--- src/rtl/pwm_pkg.sv ---
`default_nettype none
// +------------------------------------------------------------------+
// | Module  : pwm_pkg                                                |
// | Brief   : Shared types and defaults for the multi-channel PWM.   |
// | Revision: 1.0 - initial release                                  |
// +------------------------------------------------------------------+
package pwm_pkg;

  typedef enum logic {
    PWM_EDGE   = 1'b0,
    PWM_CENTER = 1'b1
  } pwm_mode_e;

  typedef enum logic {
    DIR_UP   = 1'b0,
    DIR_DOWN = 1'b1
  } pwm_dir_e;

  localparam int unsigned C_CHANNELS_DEFAULT   = 4;
  localparam int unsigned C_WIDTH_DEFAULT      = 8;
  localparam int unsigned C_PRESCALE_W_DEFAULT = 16;

  // Duty array for the default build; the top derives its own from its parameters.
  typedef logic [C_CHANNELS_DEFAULT-1:0][C_WIDTH_DEFAULT-1:0] pwm_duty_t;

endpackage
`default_nettype wire

--- src/rtl/pwm_timebase.sv ---
`default_nettype none
// +------------------------------------------------------------------+
// | Module  : pwm_timebase                                           |
// | Brief   : Prescaler plus edge/center up-down counter with        |
// |           period-boundary detection.                             |
// | Revision: 1.0 - initial release                                  |
// +------------------------------------------------------------------+
module pwm_timebase
  import pwm_pkg::*;
#(
  parameter int WIDTH      = 8,
  parameter int PRESCALE_W = 16
) (
  input  logic                  clk,
  input  logic                  clr,
  input  logic                  i_en,
  input  logic [PRESCALE_W-1:0] i_prescale,
  input  logic [WIDTH-1:0]      i_period,
  input  pwm_mode_e             i_mode,
  output logic [WIDTH-1:0]      o_cnt,
  output logic                  o_boundary
);

  logic [PRESCALE_W-1:0] r_pre;
  logic [WIDTH-1:0]      r_cnt;
  pwm_dir_e              r_dir;

  logic                  w_tick;
  logic                  w_wrap;
  logic [WIDTH-1:0]      w_cnt_nxt;
  pwm_dir_e              w_dir_nxt;

  assign w_tick = i_en && (r_pre == i_prescale);

  // w_wrap marks the step that ends a period; the counter then restarts at 0 going up.
  always_comb begin
    w_cnt_nxt = r_cnt + 1'b1;
    w_dir_nxt = r_dir;
    w_wrap    = 1'b0;
    if (i_mode == PWM_EDGE) begin
      w_wrap    = (r_cnt >= i_period);
      w_dir_nxt = DIR_UP;
    end else if (r_dir == DIR_UP) begin
      if (r_cnt >= i_period) begin
        w_cnt_nxt = (i_period == '0) ? '0 : i_period - 1'b1;
        w_dir_nxt = DIR_DOWN;
        w_wrap    = (i_period <= WIDTH'(1));
      end
    end else begin
      w_cnt_nxt = r_cnt - 1'b1;
      w_wrap    = (r_cnt <= WIDTH'(1));
    end
  end

  assign o_boundary = w_tick && w_wrap;
  assign o_cnt      = r_cnt;

  always_ff @(posedge clk) begin
    if (clr) begin
      r_pre <= '0;
      r_cnt <= '0;
      r_dir <= DIR_UP;
    end else begin
      if (i_en) begin
        r_pre <= w_tick ? '0 : r_pre + 1'b1;
      end
      if (w_tick) begin
        if (w_wrap) begin
          r_cnt <= '0;
          r_dir <= DIR_UP;
        end else begin
          r_cnt <= w_cnt_nxt;
          r_dir <= w_dir_nxt;
        end
      end
    end
  end

endmodule
`default_nettype wire

--- src/rtl/pwm_multi.sv ---
`default_nettype none
// +------------------------------------------------------------------+
// | Module  : pwm_multi                                              |
// | Brief   : Multi-channel PWM with double-buffered period, mode    |
// |           and duty applied at period boundaries.                 |
// | Revision: 1.0 - initial release                                  |
// +------------------------------------------------------------------+
module pwm_multi
  import pwm_pkg::*;
#(
  parameter int CHANNELS   = C_CHANNELS_DEFAULT,
  parameter int WIDTH      = C_WIDTH_DEFAULT,
  parameter int PRESCALE_W = C_PRESCALE_W_DEFAULT
) (
  input  logic                            clk,
  input  logic                            clr,
  input  logic                            en,
  input  logic [PRESCALE_W-1:0]           prescale,
  input  logic [WIDTH-1:0]                period,
  input  logic                            mode,
  input  logic [CHANNELS-1:0][WIDTH-1:0]  duty,
  input  logic                            load,
  output logic [CHANNELS-1:0]             out,
  output logic                            period_done,
  output logic                            busy
);

  logic [WIDTH-1:0]                r_sh_period;
  pwm_mode_e                       r_sh_mode;
  logic [CHANNELS-1:0][WIDTH-1:0]  r_sh_duty;
  logic [WIDTH-1:0]                r_act_period;
  pwm_mode_e                       r_act_mode;
  logic [CHANNELS-1:0][WIDTH-1:0]  r_act_duty;

  logic [WIDTH-1:0]                w_cnt;
  logic                            w_boundary;
  logic [CHANNELS-1:0]             w_cmp;

  pwm_timebase #(
    .WIDTH      (WIDTH),
    .PRESCALE_W (PRESCALE_W)
  ) u_timebase (
    .clk        (clk),
    .clr        (clr),
    .i_en       (en),
    .i_prescale (prescale),
    .i_period   (r_act_period),
    .i_mode     (r_act_mode),
    .o_cnt      (w_cnt),
    .o_boundary (w_boundary)
  );

  // Shadow is kept in step with active on a coincident load so a later boundary cannot restore stale values.
  always_ff @(posedge clk) begin
    if (clr) begin
      r_sh_period  <= '0;
      r_sh_mode    <= PWM_EDGE;
      r_sh_duty    <= '0;
      r_act_period <= '0;
      r_act_mode   <= PWM_EDGE;
      r_act_duty   <= '0;
      busy         <= 1'b0;
      period_done  <= 1'b0;
    end else begin
      period_done <= w_boundary;
      if (w_boundary && load) begin
        r_act_period <= period;
        r_act_mode   <= pwm_mode_e'(mode);
        r_act_duty   <= duty;
        r_sh_period  <= period;
        r_sh_mode    <= pwm_mode_e'(mode);
        r_sh_duty    <= duty;
        busy         <= 1'b0;
      end else if (w_boundary) begin
        if (busy) begin
          r_act_period <= r_sh_period;
          r_act_mode   <= r_sh_mode;
          r_act_duty   <= r_sh_duty;
        end
        busy <= 1'b0;
      end else if (load) begin
        r_sh_period <= period;
        r_sh_mode   <= pwm_mode_e'(mode);
        r_sh_duty   <= duty;
        busy        <= 1'b1;
      end
    end
  end

  for (genvar i = 0; i < CHANNELS; i++) begin : g_ch
    assign w_cmp[i] = (r_act_duty[i] > w_cnt);
  end

  always_ff @(posedge clk) begin
    if (clr) begin
      out <= '0;
    end else begin
      out <= en ? w_cmp : '0;
    end
  end

endmodule
`default_nettype wire

--- config.mk ---
export PLATFORM = sky130hd
export DESIGN_NAME = pwm_multi
export DESIGN_NICKNAME = d
export VERILOG_FILES = /design/src/rtl/pwm_pkg.sv /design/src/rtl/pwm_timebase.sv /design/src/rtl/pwm_multi.sv
export SDC_FILE = /design/constraint.sdc
export NUM_CORES = 1
export LEC_CHECK = 0
export BUFFER_PORTS_ARGS = -buffer_cell sky130_fd_sc_hd__buf_4
export CAP_MARGIN = 20
export CORE_ASPECT_RATIO = 1.4
export CORE_MARGIN = 4
export CORE_UTILIZATION = 45
export CTS_CLUSTER_DIAMETER = 40
export DETAILED_ROUTE_END_ITERATION = 6
export HOLD_SLACK_MARGIN = 0.03
export PLACE_DENSITY = 0.68
export SLEW_MARGIN = 15
export SYNTH_ARGS = -nofsm -noshare
export SYNTH_HDL_FRONTEND = slang
export SYNTH_SLANG_ARGS = --single-unit
--- constraint.sdc ---
create_clock -name clk -period 5.3 [get_ports clk]
set_clock_uncertainty 0.05 [all_clocks]
set_input_delay 1.06 -clock clk [delete_from_list [all_inputs] [get_ports clk]]
set_output_delay 1.06 -clock clk [all_outputs]
set_load 0.03 [all_outputs]
==> metrics.md <==
| Metric | Value |
|---|---|
| Yosys cell types | `60` |
| Status | `complete, no violations` |
| CTS buffer count | `17` |
| Synth area leaders | `dfxtp_1 (37%), ha_1 (9.7%), mux2i_1 (7.0%)` |
| Hold path start | `r_act_duty[30]` |
| Global Route Usage Sum | `19.7%` |
| Critical path buffer and inverter count | `2` |
| Die ar. | `15,400 um2` |
| WS Path Type | `flop to flop` |
| Yosys top cell area share | `37.4%` |
| Hold endpoint | `r_act_duty[30]` |
| Sum Neg Setup Slack | `0 ns` |
| Rows | `49` |
| Hold slack | `0.427 ns` |
| Mapped Area | `6050 um2` |
| Critical path endpoint category | `flop` |
| Crit path DAT | `3.57 ns` |
| Skew-Pair Late Insertion Delay | `0.41 ns` |
| CTS tree | `built` |
| Ys async rst share | `0%` |
| Post-synth EDFFs | `0` |
| Post-synth top flop | `dfxtp_1` |
| Cells after Synth | `658` |
| Hold Buf Count CTS | `0` |
| Fraction of layout cells with a size suffix above 1 | `14.6%` |
| Root buffer cell | `clkbuf_16` |
| First-pass GRT wire length | `24.7 mm` |
| Maximum vdd ir drop | `232 uV` |
| Ports | `67` |
| Core Area | `13,000 um2` |
| Period utilization | `62.8%` |
| Sequential area share after synthesis | `37.4%` |
| Post-synthesis average cell area | `9.19 um2` |
| CP Cell Sequence | `inv_1 > ha_1 > nor2b_1 > o21ai_0 > a41o_1 > o22ai_1 > nor3_4 > buf_8 > mux2_1` |
| Max-slew headroom | `39.7%` |
| CTS max path bufs | `2` |
| Post-Route WL | `14.6 mm` |
| Final Max Slew Viols | `0` |
| Number of global-route vias before repair | `5,012` |
| Max stage delay on crit path | `0.64 ns` |
| DIE HEIGHT | `145 um` |
| # diodes | `0` |
| WL per Instance | `16.2 um` |
| Area Growth Syn to Fin | `20.6%` |
| Most common cell after layout, fill and taps aside | `dfxtp_1` |
| Global Route met1 Usage | `24.5%` |
| Largest net degree at the start of global routing | `62` |
| Drt via density | `5.58` |
| Hold path cells | `1` |
| Synth Register Bits | `113` |
| Critical Path RT | `5.54 ns` |
| R2r endpoint | `r_act_duty[10]` |
| Iter 0 DRT Violations | `243` |
| Crit Path Max Fanout | `18` |
| R2R Setup Slk | `1.97 ns` |
| DRT antenna net count | `0` |
| Max frequency | `301 MHz` |
| H-tree Lvls | `4` |
| Synth warn | `0` |
| Leakage power | `3.22 nW` |
| Initial antenna violation count | `0` |
| Busiest grt layer | `met2` |
| Worst R2R Start | `u_timebase.o_cnt[0]` |
| Layout net count | `820` |
| CP top delay family | `compound AO/OA/AOI/OAI gates` |
| GPL Wtd Cong | `0.940` |
| Die width | `106 um` |
| Vias after detailed routing | `5,034` |
| Final setup violation count | `0` |
| Commonest non-fill, non-tap cells in the layout | `dfxtp_1 (113), nor2_1 (79), buf_4 (69)` |
| Pwr Density | `306 nW/um2` |
| Startpoint types | `flop` |
| Met2 Usage GRT | `32.9%` |
| Setup Fix Bufs, Post-CTS | `0` |
| Starting Density | `46.5%` |
| Port bufs | `66` |
| RSZ-0062 raised after global routing | `no` |
| Reg2reg path depth | `9` |
| CTS clk-pin slew, worst paths | `0.05 ns` |
| Yosys top cell by area | `dfxtp_1` |
| CP max stage cell | `dfxtp_1` |
| GR Overflow Total | `0` |
| HPWL after DPL | `10.6 mm` |
| Instance count on the critical path | `9` |
| Net count after synthesis | `766` |
| CTS Sinks | `113` |
| Drt first pass iters | `5` |
| Total of max-cap violations | `0` |
| Number of failing hold endpoints at the final stage | `0` |
| DRC | `0` |
| Hold crit path type | `flop to flop` |
| GR Util met3 | `3.91%` |
| PostCTS Resize Cnt | `0` |
| Period minus WS final | `3.33 ns` |
| Worst-Margin Slew | `0.905 ns` |
## metal layers
layer / wire length, um / up-vias
met5: 0 / -
met4: 326 / 0
met3: 692 / 22
met2: 7080 / 163
met1: 6520 / 2362
li1: - / 2487
## cell usage after synthesis, types with 2 or more instances
cell type    n
a211oi_1     2
a21o_1      12
a21oi_1     18
a31oi_1     25
a32o_1       2
and2_1       3
and3_1       7
buf_1        2
buf_4        4
clkbuf_1    27
dfxtp_1    113
ha_1        47
inv_1       24
mux2_1      21
mux2_2       2
mux2i_1     42
nand2_1     14
nand2b_1     9
nand3_1     15
nand3b_1     7
nand4_1     17
nor2_1      79
nor2b_1     21
nor3_1       9
nor3b_1      2
nor4_1       2
nor4_2       2
o211a_1      4
o21a_1      19
o21ai_0     21
o22ai_1     15
o2bb2ai_1    2
o41ai_1      2
or3_1        2
or4_1        3
xnor2_1     24
xor2_1      15
## through the flow
stage	instances	utilization, %	total power, mW	setup slack (ns)	area (um2)
6_report	902	56.1	2.23	1.97	7290
5_1_grt	902	56.1	2.31	1.74	7290
4_1_cts	901	56.0	2.25	1.57	7280
3_5_place_dp	870	51.1	1.03	1.46	6640
3_3_place_gp	870	51.1	1.02	1.59	6640
2_1_floorplan	658	-	0.972	2.38	6050
## worst max-delay path by stage
stage	from	end	slack, ns
4_1_cts	u_timebase.o_cnt[0]	r_act_duty[3]	1.57
2_1_floorplan	prescale[12]	r_act_duty[0]	2.38
3_5_place_dp	prescale[7]	r_act_duty[3]	1.46
5_1_grt	u_timebase.o_cnt[0]	r_act_duty[17]	1.74
6_report	u_timebase.o_cnt[0]	r_act_duty[10]	1.97
3_3_place_gp	prescale[12]	r_act_duty[11]	1.59
## flip-flops by register name (all words and copies together) (netlist names)
name and count:
u_timebase.o_cnt 8, u_timebase.r_dir 1, r_sh_period 8, r_sh_mode 1
busy 1, u_timebase.r_pre 16, period_done 1, r_act_mode 1
r_act_duty 32, r_sh_duty 32, r_act_period 8, out 4
## kinds of logic after synthesis
kind of cell / count (synthesis) / synth area share, %
buf+inv: 60 / 4.01
mux: 65 / 11.2
simple gates: 199 / 17.1
compound gates: 135 / 14.9
fa+ha+maj: 47 / 9.72
xor+xnor: 39 / 5.65
flops: 113 / 37.4
## layout make-up
class | instances | area (um2)
fill | 1190 | 5710
multi-input combinational | 485 | 3540
sequential | 113 | 2260
timing repair buffer | 70 | 533
clock buffer | 22 | 484
tap | 178 | 223
clock inverter | 9 | 154
inverter | 25 | 93.8
## power breakdown
| part | internal [mW] | leakage, nW | switching (mW) |
|---|---|---|---|
| Clock | 0.833 | 0.308 | 0.392 |
| Sequential | 0.871 | 0.919 | 0.0102 |
| Combinational | 0.0645 | 2.00 | 0.0635 |
Note: power is estimated with default switching activity, not from simulation.
